`src/rtl/branch_on_equal_pkg.sv`:
```
// Shared decision encodings and occupancy type for the branch_on_equal stage.
package branch_on_equal_pkg;
    localparam logic [1:0] DEC_EQ = 2'b10;
    localparam logic [1:0] DEC_NE = 2'b01;
    localparam logic [1:0] OCC_FULL = 2'd2;

    typedef logic [1:0] occ_t;
endpackage

```
`src/rtl/branch_on_equal_token_fifo2.sv`:
```
// Two-entry FIFO with a registered head entry; pops are ignored while empty.
module token_fifo2
    import branch_on_equal_pkg::*;
#(
    parameter int WIDTH = 8
) (
    input  logic             clk,
    input  logic             rst,
    input  logic             push,
    input  logic             pop,
    input  logic [WIDTH-1:0] data_in,
    output logic [WIDTH-1:0] data_out,
    output occ_t             occupancy,
    output logic             valid
);
    logic [WIDTH-1:0] head_q, head_d, tail_q, tail_d;
    occ_t             occ_q, occ_d;
    logic             pop_en;

    assign pop_en = pop & (occ_q != 2'd0);

    always_comb begin
        head_d = head_q;
        tail_d = tail_q;
        occ_d  = occ_q;
        unique case (occ_q)
            2'd0: if (push) begin
                head_d = data_in;
                occ_d  = 2'd1;
            end
            2'd1: begin
                if (push && pop_en) head_d = data_in;
                else if (push) begin
                    tail_d = data_in;
                    occ_d  = 2'd2;
                end else if (pop_en) occ_d = 2'd0;
            end
            default: if (pop_en) begin
                // Tail moves up; a simultaneous push refills the tail slot.
                head_d = tail_q;
                if (push) tail_d = data_in;
                else occ_d = 2'd1;
            end
        endcase
    end

    always_ff @(posedge clk or posedge rst) begin
        if (rst) begin
            head_q <= '0;
            tail_q <= '0;
            occ_q  <= 2'd0;
        end else begin
            head_q <= head_d;
            tail_q <= tail_d;
            occ_q  <= occ_d;
        end
    end

    assign data_out  = head_q;
    assign occupancy = occ_q;
    assign valid     = (occ_q != 2'd0);
endmodule

```
`src/rtl/branch_on_equal.sv`:
```
// Steers each accepted token to the eq or ne branch FIFO by its one-hot decision.
// Optional per-branch accept counters are enabled by BRANCH_ON_EQUAL_COUNT_EN.
module branch_on_equal
    import branch_on_equal_pkg::*;
#(
    parameter int WIDTH = 8
) (
    input  logic             clk,
    input  logic             rst,
    input  logic             in_valid,
    output logic             in_ready,
    input  logic [WIDTH-1:0] in_data,
    input  logic             in_equal,
    input  logic             in_notequal,
    output logic             eq_valid,
    input  logic             eq_ready,
    output logic [WIDTH-1:0] eq_data,
    output logic             ne_valid,
    input  logic             ne_ready,
    output logic [WIDTH-1:0] ne_data,
`ifdef BRANCH_ON_EQUAL_COUNT_EN
    output logic [15:0]      eq_count,
    output logic [15:0]      ne_count,
`endif
    output logic             err,
    input  logic             clr
);
    occ_t       eq_occ, ne_occ;
    logic [1:0] dec;
    logic       accept, push_eq, push_ne, bad;
    logic       err_q, err_d;

    // in_ready looks only at registered occupancy, never at in_valid.
    assign in_ready = (eq_occ < OCC_FULL) & (ne_occ < OCC_FULL);
    assign accept   = in_valid & in_ready;
    assign dec      = {in_equal, in_notequal};
    assign push_eq  = accept & (dec == DEC_EQ);
    assign push_ne  = accept & (dec == DEC_NE);
    assign bad      = accept & (dec != DEC_EQ) & (dec != DEC_NE);

    token_fifo2 #(.WIDTH(WIDTH)) u_eq_fifo (
        .clk(clk), .rst(rst), .push(push_eq), .pop(eq_ready), .data_in(in_data),
        .data_out(eq_data), .occupancy(eq_occ), .valid(eq_valid)
    );

    token_fifo2 #(.WIDTH(WIDTH)) u_ne_fifo (
        .clk(clk), .rst(rst), .push(push_ne), .pop(ne_ready), .data_in(in_data),
        .data_out(ne_data), .occupancy(ne_occ), .valid(ne_valid)
    );

    always_comb begin
        err_d = err_q;
        if (bad) err_d = 1'b1;
        else if (clr) err_d = 1'b0;
    end

    always_ff @(posedge clk or posedge rst) begin
        if (rst) err_q <= 1'b0;
        else err_q <= err_d;
    end

    assign err = err_q;

`ifdef BRANCH_ON_EQUAL_COUNT_EN
    logic [15:0] eq_cnt_q, eq_cnt_d, ne_cnt_q, ne_cnt_d;

    always_comb begin
        eq_cnt_d = eq_cnt_q;
        ne_cnt_d = ne_cnt_q;
        if (clr) begin
            eq_cnt_d = '0;
            ne_cnt_d = '0;
        end else begin
            if (push_eq && eq_cnt_q != 16'hFFFF) eq_cnt_d = eq_cnt_q + 16'd1;
            if (push_ne && ne_cnt_q != 16'hFFFF) ne_cnt_d = ne_cnt_q + 16'd1;
        end
    end

    always_ff @(posedge clk or posedge rst) begin
        if (rst) begin
            eq_cnt_q <= '0;
            ne_cnt_q <= '0;
        end else begin
            eq_cnt_q <= eq_cnt_d;
            ne_cnt_q <= ne_cnt_d;
        end
    end

    assign eq_count = eq_cnt_q;
    assign ne_count = ne_cnt_q;
`endif
endmodule

```
`config.mk`:
```
export PLATFORM = sky130hd
export DESIGN_NAME = branch_on_equal
export DESIGN_NICKNAME = d
export VERILOG_FILES = /design/src/rtl/branch_on_equal_pkg.sv /design/src/rtl/branch_on_equal_token_fifo2.sv /design/src/rtl/branch_on_equal.sv
export SDC_FILE = /design/constraint.sdc
export NUM_CORES = 1
export LEC_CHECK = 0
export ABC_AREA = 1
export CAP_MARGIN = 10
export CORE_UTILIZATION = 50
export DETAILED_ROUTE_END_ITERATION = 12
export DONT_BUFFER_PORTS = 1
export GPL_ROUTABILITY_DRIVEN = 0
export SETUP_SLACK_MARGIN = 0.15
export SLEW_MARGIN = 25
export SYNTH_ARGS = -nofsm -noshare
export SYNTH_HDL_FRONTEND = slang
export SYNTH_HIERARCHICAL = 1
export SYNTH_SLANG_ARGS = --single-unit
```
`constraint.sdc`:
```
create_clock -name clk -period 2.03 [get_ports clk]
set_clock_uncertainty 0.15 [all_clocks]
set_input_delay 0.3045 -clock clk [delete_from_list [all_inputs] [get_ports clk]]
set_output_delay 0.3045 -clock clk [all_outputs]
set_load 0.05 [all_outputs]
```
==> tab_implementation.tex, run 1 <==
\begin{tabular}{lr}
\hline
Metric & Value \\
\hline
\multicolumn{2}{l}{\textbf{Run status}} \\
\quad Status & complete, no violations \\
\multicolumn{2}{l}{\textbf{Layout}} \\
\quad Most common cell after layout, fill and taps aside & sky130\_fd\_sc\_hd\_\_nand2\_1 \\
\quad Number of nets in the final layout & 279 \\
\quad Signed area change from the synthesized netlist to the final layout & 16.4\% \\
\quad Most frequent cells in the layout & 128 x sky130\_fd\_sc\_hd\_\_nand2\_1, 37 x sky130\_fd\_sc\_hd\_\_dfrtp\_1, 34 x sky130\_fd\_sc\_hd\_\_nand3\_1 \\
\quad Final-layout fill cell count & 317 \\
\quad Number of diodes added for antenna fixing & 0 \\
\quad Area of all placed cells without fillers & between 2000 and 2500 um2 \\
\quad Share of layout cells above drive strength 1 & 0.129 \\
\multicolumn{2}{l}{\textbf{Critical path}} \\
\quad Path depth of the worst reg2reg path & 8 \\
\quad Highest net fanout along the worst path & 16 \\
\quad Cell type with the highest occurrence count on the critical path & sky130\_fd\_sc\_hd\_\_buf\_4 \\
\quad R2r setup slk & 290 ps \\
\quad Kind of end point of the critical path & primary output \\
\quad Slowest stage delay, CP & $\sim$400 ps \\
\quad Data arrival time of the critical path & between 1000 and 1500 ps \\
\quad Worst endpoint required time & 1580 ps \\
\quad Bufs and invs on worst path & 3 \\
\quad Setup Crit Path Kind & reg2out \\
\quad Max stage delay cell, worst path & sky130\_fd\_sc\_hd\_\_dfrtp\_1 \\
\quad Cell type group with the largest total delay on the critical path & buffers and inverters \\
\quad Worst-path cell chain & buf\_4 > inv\_6 > nand2\_2 > buf\_4 \\
\quad Worst setup SP type & flip-flop \\
\quad Endpoint of the worst-slack reg-to-reg timing path & u\_ne\_fifo/tail\_q[6]\$\_DFFE\_PP0P\_ \\
\quad Launch instance of the worst register-to-register path & u\_ne\_fifo/occupancy[1]\$\_DFFE\_PP0P\_ \\
\multicolumn{2}{l}{\textbf{Routing}} \\
\quad WL/cell & 13.9 um \\
\quad Antenna viol nets, final & 0 \\
\quad Number of search-and-repair iterations in the first detailed-routing pass & 4 \\
\quad Total Routed Length & around 4300 um \\
\quad Detailed-route vias per instance & $\sim$5.3 \\
\quad Number of design-rule violations left by the first detailed-router iteration & 87 \\
\quad Vias & roughly 1,600 \\
\quad DRC Markers & 0 \\
\multicolumn{2}{l}{\textbf{Clocking}} \\
\quad CTS max path bufs & 2 \\
\quad Clock slew at the register clock pins of the worst setup and hold paths & roughly 80 ps \\
\quad Number of buffers created by CTS & 5 \\
\quad Count of H-tree levels built during CTS & 2 \\
\quad Clk Tree Root Cell & sky130\_fd\_sc\_hd\_\_clkbuf\_8 \\
\quad Clock sink count & 37 \\
\quad Clk\_lat worst skew & 290 ps \\
\quad CTS tree & yes \\
\multicolumn{2}{l}{\textbf{Placed design}} \\
\quad Number of input and output port buffers inserted & 0 \\
\quad Detailed placer's ending HPWL & between 2000 and 3000 um \\
\quad Instance area at placement & between 1500 and 2000 um2 \\
\multicolumn{2}{l}{\textbf{Die}} \\
\quad Floorplan Core Area & roughly 3400 um2 \\
\quad I/O pin total & 36 \\
\quad Floorplan die height & between 60 and 70 um \\
\quad DIE AREA & 3980 um2 \\
\quad X dimension of the die & $\sim$63 um \\
\quad Initial standard-cell utilization of the core & 0.542 \\
\quad Number of rows created at floorplan & 21 \\
\multicolumn{2}{l}{\textbf{Yosys}} \\
\quad Post-Synthesis Net Count & $\sim$260 \\
\quad Share of Yosys cell area claimed by the top area cell type & 0.497 \\
\quad Synth Register Bits & 37 \\
\quad Synth Warn \# & 6 \\
\quad Share of the yosys chip area belonging to registers & 0.497 \\
\quad Biggest area consumer among synthesized cells & sky130\_fd\_sc\_hd\_\_dfrtp\_1 \\
\quad Total standard cell area after synthesis & between 1500 and 2000 um2 \\
\quad Post-Synthesis Mean Instance Area & between 7 and 8 um2 \\
\quad Cell types with the largest area share after synthesis & sky130\_fd\_sc\_hd\_\_dfrtp\_1 50\%, sky130\_fd\_sc\_hd\_\_nand2\_1 26\%, sky130\_fd\_sc\_hd\_\_nand3\_1 9.1\% \\
\quad Count of unique library cells instantiated by Yosys & 14 \\
\quad Cell count after synthesis & around 240 \\
\multicolumn{2}{l}{\textbf{Global routing}} \\
\quad First-pass GRT wire length & approximately 7500 um \\
\quad Initial antenna violation count & 0 \\
\quad Total Routing Usage GR & 0.252 \\
\quad Via count of the first global-routing pass & 1,653 \\
\quad Maximum number of pins on one net before global-route repair & 19 \\
\quad Total gr overflow & 0 \\
\multicolumn{2}{l}{\textbf{Flow run}} \\
\quad Max\_cap viols & 0 \\
\multicolumn{2}{l}{\textbf{Timing}} \\
\quad Post-route clock period utilization & 0.874 \\
\quad Measured slew at the worst slew-check pin & 689 ps \\
\quad Count of endpoints failing setup in the final report & 0 \\
\quad Final worst hold slack & 13.2 ps \\
\quad Unrepaired setup endpoints after global routing & false \\
\quad Crit path time final & approximately 1800 ps \\
\quad Remaining max-slew budget at the tightest pin & 0.540 \\
\quad Final sum of negative setup slack & 0 ps \\
\quad Number of hold violations in the final report & 0 \\
\quad Max Freq & approximately 560 MHz \\
\quad Number of pins exceeding their max-slew limit in the final report & 0 \\
\multicolumn{2}{l}{\textbf{Min path}} \\
\quad Worst Min Path Start & clr \\
\quad Class of the most critical hold timing path & in2reg \\
\quad Hold Path Stages & 3 \\
\quad Worst min-delay path endpoint & err\$\_DFFE\_PP0P\_ \\
\multicolumn{2}{l}{\textbf{Pwr}} \\
\quad Worst vdd rail ir drop & a little under 0.6 mV \\
\quad Power density over the cells & between 1000 and 1500 nW/um2 \\
\quad Static leakage power & around 0.0012 uW \\
\hline
\end{tabular}
-- state kept, by name (all words and copies together), names as in the netlist --
signal,cells
err,1
u_eq_fifo/data_out,8
u_eq_fifo/occupancy,2
u_eq_fifo/tail_q,8
u_ne_fifo/data_out,8
u_ne_fifo/occupancy,2
u_ne_fifo/tail_q,8
-- what timing repair did --
| item | CTS | global route |
|---|---|---|
| endpoints found under the setup margin | 0 | 14 |
| resized for setup | 0 | 1 |
| buffers inserted | 0 | 2 |
| hold buffers | 11 | 0 |
| hold endpoints to repair | 53 | 0 |
-- worst reg2reg max path: cells and delay by family, from the launching register on --
family / cells / cell delay [ps]
compound gates: 1 / 260
simple gates: 5 / 570
flops: 1 / 410
buf+inv: 2 / 310
-- layout make-up --
class	count	area [um2]	share of cell area
flip-flops and latches	37	926	0.427
repair buffers	18	163	0.0750
clock inverters	3	46.3	0.0213
inverters	14	62.6	0.0288
well taps	46	57.6	0.0265
clock buffers	5	68.8	0.0317
multi-input cells	187	846	0.390
-- per-layer routing --
metal / GRT usage / up-vias / routed length (um)
met5: 0 / - / 0
met4: 0.125 / 0 / 92
met3: 0.0833 / 10 / 371
met2: 0.415 / 65 / 2080
met1: 0.290 / 755 / 1780
li1: - / 803 / -
-- logic make-up after synthesis --
kind of cell	share of synthesized area
simple gates	0.411
flops	0.497
buf+inv	0.0537
compound gates	0.0389
-- metrics by stage --
stage                     power (uW)  setup WS (ps)  instances   util
after CTS                       2630            218        308  0.625
final                           2610            256        310  0.630
after detailed placement        1960            231        289  0.560
after global routing            2770            136        310  0.630
after floorplan                 1840            220        242      -
after global placement          1920            324        289  0.560
-- Yosys cell counts --
cell type                  instances
sky130_fd_sc_hd__nand2_2           9
sky130_fd_sc_hd__buf_6             2
sky130_fd_sc_hd__nor2_2            1
sky130_fd_sc_hd__o211ai_1          2
sky130_fd_sc_hd__nor2_1            2
sky130_fd_sc_hd__o21ai_1           5
sky130_fd_sc_hd__buf_4             2
sky130_fd_sc_hd__inv_6             2
sky130_fd_sc_hd__inv_1            12
sky130_fd_sc_hd__nand3_1          34
sky130_fd_sc_hd__nand2_4           4
sky130_fd_sc_hd__nand2_1         128
sky130_fd_sc_hd__a21oi_4           2
sky130_fd_sc_hd__dfrtp_1          37
-- worst max-delay path by stage --
| stage | from | to | cells after the start |
|---|---|---|---|
| finish | u_eq_fifo/occupancy[1]$_DFFE_PP0P_ | eq_valid | 4 |
| global route | u_ne_fifo/occupancy[1]$_DFFE_PP0P_ | u_ne_fifo/tail_q[4]$_DFFE_PP0P_ | 8 |
| CTS | u_ne_fifo/occupancy[1]$_DFFE_PP0P_ | u_eq_fifo/tail_q[1]$_DFFE_PP0P_ | 8 |
| detailed placement | u_ne_fifo/occupancy[1]$_DFFE_PP0P_ | u_eq_fifo/tail_q[1]$_DFFE_PP0P_ | 8 |
| global placement | u_ne_fifo/occupancy[1]$_DFFE_PP0P_ | u_eq_fifo/tail_q[4]$_DFFE_PP0P_ | 8 |
| floorplan | u_ne_fifo/occupancy[1]$_DFFE_PP0P_ | u_ne_fifo/tail_q[0]$_DFFE_PP0P_ | 8 |
-- power by group --
| group | internal [uW] | switching, uW | total [uW] |
|---|---|---|---|
| registers | 959 | 560 | 1520 |
| clock network | 368 | 281 | 648 |
| logic | 158 | 288 | 446 |
| total | 1480 | 1130 | 2610 |
Power figures use the tool's default switching activity.
==> run 2: changes to the inputs <==
--- a/config.mk
+++ b/config.mk
@@ -17,3 +17,4 @@
 export SYNTH_HDL_FRONTEND = slang
 export SYNTH_HIERARCHICAL = 1
 export SYNTH_SLANG_ARGS = --single-unit
+export TNS_END_PERCENT = 30
==> constraint.sdc (replaced) <==
create_clock -name clk -period 1.95 [get_ports clk]
set_clock_uncertainty 0.15 [all_clocks]
set_input_delay 0.2925 -clock clk [delete_from_list [all_inputs] [get_ports clk]]
set_output_delay 0.2925 -clock clk [all_outputs]
set_load 0.05 [all_outputs]
==> run 2 against run 1 <==
Net effect:
- sequential share of layout area fell by 0.46 points
- flip-flop and latch count is the same
- global-route usage shrank 0.59 points
- critical path depth unchanged
- hold slack worse by 4.9 ps
- combinational power increased by 4.7%
- final cell count rose by 0.32%
- register-to-register slack gained 20 ps
- die area is the same
- worst setup slack lost 67 ps
- critical path type unchanged
- largest power group unchanged
==> tab_implementation.tex, run 2 (synthesis results as in run 1) <==
\begin{tabular}{lr}
\hline
Metric & Value \\
\hline
\multicolumn{2}{l}{\textbf{Timing}} \\
\quad Remaining max-slew budget at the tightest pin & 0.541 (+0.00106) \\
\quad Number of hold violations in the final report & 0 (unchanged) \\
\quad Measured slew at the worst slew-check pin & 687 ps (-1.58 ps) \\
\quad Crit path time final & around 1800 ps \\
\quad Final worst hold slack & 8.29 ps (-4.91 ps) \\
\quad Number of pins exceeding their max-slew limit in the final report & 0 (unchanged) \\
\quad Max Freq & 568 MHz \\
\quad Count of endpoints failing setup in the final report & 0 (unchanged) \\
\quad Unrepaired setup endpoints after global routing & true \\
\quad Final sum of negative setup slack & 0 ps (unchanged) \\
\quad Post-route clock period utilization & 0.903 \\
\multicolumn{2}{l}{\textbf{Routing}} \\
\quad Number of search-and-repair iterations in the first detailed-routing pass & 6 (+2) \\
\quad Vias & 1,629 (-0.24\%) \\
\quad DRC Markers & 0 (unchanged) \\
\quad WL/cell & 14.0 um (+0.74\%) \\
\quad Total Routed Length & 4370 um (+1.1\%) \\
\quad Antenna viol nets, final & 0 (unchanged) \\
\quad Detailed-route vias per instance & 5.24 (-0.57\%) \\
\quad Number of design-rule violations left by the first detailed-router iteration & 43 (-51\%) \\
\multicolumn{2}{l}{\textbf{Min path}} \\
\quad Class of the most critical hold timing path & in2reg \\
\quad Hold Path Stages & 2 (-1) \\
\quad Worst Min Path Start & in\_data[0] \\
\quad Worst min-delay path endpoint & u\_ne\_fifo/tail\_q[0]\$\_DFFE\_PP0P\_ \\
\multicolumn{2}{l}{\textbf{Die}} \\
\quad Number of rows created at floorplan & 21 (unchanged) \\
\quad X dimension of the die & 63.1 um (unchanged) \\
\quad Floorplan die height & 63.1 um (unchanged) \\
\quad I/O pin total & 36 (unchanged) \\
\quad Initial standard-cell utilization of the core & 0.542 (unchanged) \\
\quad DIE AREA & 3980 um2 (unchanged) \\
\quad Floorplan Core Area & 3440 um2 (unchanged) \\
\multicolumn{2}{l}{\textbf{Pwr}} \\
\quad Combinational group share of total power & 0.170 (about the same) \\
\quad Worst vdd rail ir drop & 0.532 mV (-10\%) \\
\quad Clock power share & 0.253 (+0.005) \\
\quad Net switching fraction of the power & 0.424 (-0.00829) \\
\quad Cell Int Power & 1580 uW (+6.6\%) \\
\quad Total net switching power & 1160 uW (+3.1\%) \\
\quad Power density over the cells & 1250 nW/um2 (+4.0\%) \\
\quad Total Power & 2750 uW (+5.1\%) \\
\quad Register share of total power & 0.577 (-0.004) \\
\quad Static leakage power & 0.00121 uW (+1.0\%) \\
\multicolumn{2}{l}{\textbf{Clocking}} \\
\quad CTS tree & yes \\
\quad CTS max path bufs & 2 (unchanged) \\
\quad Clk\_lat worst skew & 290 ps (about the same) \\
\quad Number of buffers created by CTS & 5 (unchanged) \\
\quad Count of H-tree levels built during CTS & 2 (unchanged) \\
\quad Clock slew at the register clock pins of the worst setup and hold paths & 70 ps (about the same) \\
\quad Clk Tree Root Cell & sky130\_fd\_sc\_hd\_\_clkbuf\_8 \\
\quad Clock sink count & 37 (unchanged) \\
\multicolumn{2}{l}{\textbf{Layout}} \\
\quad Final core utilization & 0.637 (+0.00691) \\
\quad Most frequent cells in the layout & 128 x sky130\_fd\_sc\_hd\_\_nand2\_1, 37 x sky130\_fd\_sc\_hd\_\_dfrtp\_1, 34 x sky130\_fd\_sc\_hd\_\_nand3\_1 \\
\quad Share of layout cells above drive strength 1 & 0.132 (+0.00329) \\
\quad Number of diodes added for antenna fixing & 0 (unchanged) \\
\quad Number of nets in the final layout & 280 (+0.36\%) \\
\quad Most common cell after layout, fill and taps aside & sky130\_fd\_sc\_hd\_\_nand2\_1 \\
\quad Area of the multi-input gates & 848 um2 (+0.30\%) \\
\quad Final instance count without filler cells & 311 (+0.32\%) \\
\quad Area taken by flip-flops and latches & 926 um2 (unchanged) \\
\quad Final-layout fill cell count & 334 (+5.4\%) \\
\quad Signed area change from the synthesized netlist to the final layout & 17.7\% \\
\multicolumn{2}{l}{\textbf{Global routing}} \\
\quad Total gr overflow & 0 (unchanged) \\
\quad Initial antenna violation count & 0 (unchanged) \\
\quad First-pass GRT wire length & 7300 um (-2.2\%) \\
\quad Global-route layer with the greatest usage & met2 \\
\quad Met1 GRT Util & 0.295 (+0.00474) \\
\quad Total Routing Usage GR & 0.246 (-0.00587) \\
\quad Via count of the first global-routing pass & 1,610 (-2.6\%) \\
\quad Maximum number of pins on one net before global-route repair & 19 (unchanged) \\
\quad Met3 Usage GRT & 0.0797 (-0.00362) \\
\quad Global-route track usage on met2 & 0.402 (-0.0134) \\
\multicolumn{2}{l}{\textbf{Critical path}} \\
\quad Path depth of the worst reg2reg path & 8 (unchanged) \\
\quad R2r setup slk & 310 ps (+20 ps) \\
\quad Slowest stage delay, CP & 410 ps (about the same) \\
\quad Max stage delay cell, worst path & sky130\_fd\_sc\_hd\_\_dfrtp\_1 \\
\quad Worst endpoint required time & 1510 ps (-70 ps) \\
\quad Kind of end point of the critical path & primary output \\
\quad Worst-path cell chain & buf\_4 > inv\_6 > nand2\_2 > buf\_4 \\
\quad Cell type group with the largest total delay on the critical path & buffers and inverters \\
\quad Bufs and invs on worst path & 3 (unchanged) \\
\quad Endpoint of the worst-slack reg-to-reg timing path & u\_ne\_fifo/data\_out[7]\$\_DFFE\_PP0P\_ \\
\quad Data arrival time of the critical path & 1320 ps (about the same) \\
\quad Setup Crit Path Kind & reg2out \\
\quad Launch instance of the worst register-to-register path & u\_ne\_fifo/occupancy[1]\$\_DFFE\_PP0P\_ \\
\quad Highest net fanout along the worst path & 16 (unchanged) \\
\quad Cell type with the highest occurrence count on the critical path & sky130\_fd\_sc\_hd\_\_buf\_4 \\
\quad Worst setup SP type & flip-flop \\
\multicolumn{2}{l}{\textbf{Placed design}} \\
\quad Detailed placer's ending HPWL & 2960 um (+1.5\%) \\
\quad Number of input and output port buffers inserted & 0 (unchanged) \\
\quad Dpl cells & 289 (unchanged) \\
\multicolumn{2}{l}{\textbf{Flow run}} \\
\quad Max\_cap viols & 0 (unchanged) \\
\multicolumn{2}{l}{\textbf{Run status}} \\
\quad Status & complete, no violations \\
\hline
\end{tabular}
## run 2: per-stage QoR
step | setup WS, ps | instance area, um2
2_1_floorplan | 140 | 1870
3_3_place_gp | 240 | 1930
3_5_place_dp | 185 | 1930
4_1_cts | 168 | 2150
5_1_grt | 132 | 2190
6_report | 189 | 2190
## run 2: worst reg2reg max path, delay by kind of cell (launching register included)
| family | cells | cell delay (ps) |
|---|---|---|
| flops | 1 | 410 |
| buf+inv | 1 | 120 |
| simple gates | 7 | 850 |
## run 2: power by group through the flow
stage / combinational (uW) / clock [uW] / sequential, uW
6_report: 467 / 695 / 1580
5_1_grt: 542 / 739 / 1620
4_1_cts: 462 / 707 / 1590
3_5_place_dp: 439 / 0 / 1600
3_3_place_gp: 415 / 0 / 1590
2_1_floorplan: 362 / 0 / 1560
## run 2: metal layers
layer	share of wire	up-vias	routed length (um)
li1	-	804	-
met1	0.43	760	1880
met2	0.48	56	2110
met3	0.068	9	298
met4	0.020	0	87
met5	0	-	0
## run 2: how the worst max path moves through the flow
stage	cells past startpoint	to	from
floorplan	8	u_ne_fifo/tail_q[0]$_DFFE_PP0P_	u_ne_fifo/occupancy[1]$_DFFE_PP0P_
global placement	8	u_eq_fifo/tail_q[5]$_DFFE_PP0P_	u_ne_fifo/occupancy[1]$_DFFE_PP0P_
detailed placement	8	u_eq_fifo/tail_q[2]$_DFFE_PP0P_	u_ne_fifo/occupancy[1]$_DFFE_PP0P_
CTS	8	u_eq_fifo/tail_q[1]$_DFFE_PP0P_	u_ne_fifo/occupancy[1]$_DFFE_PP0P_
global route	4	eq_valid	u_eq_fifo/occupancy[1]$_DFFE_PP0P_
finish	4	ne_valid	u_ne_fifo/occupancy[1]$_DFFE_PP0P_
## run 2: layout make-up
type / count / share of cell area
clock buffers: 7 / 0.0394
clock inverters: 1 / 0.0137
inverters: 14 / 0.0285
multi-input cells: 187 / 0.387
flip-flops and latches: 37 / 0.422
well taps: 46 / 0.0262
repair buffers: 19 / 0.0833
## run 2: repair_timing
action	CTS	global route
resized for setup	0	2
buffers inserted	0	3
endpoints found under the setup margin	0	36
hold endpoints to repair	54	0
hold buffers	11	0
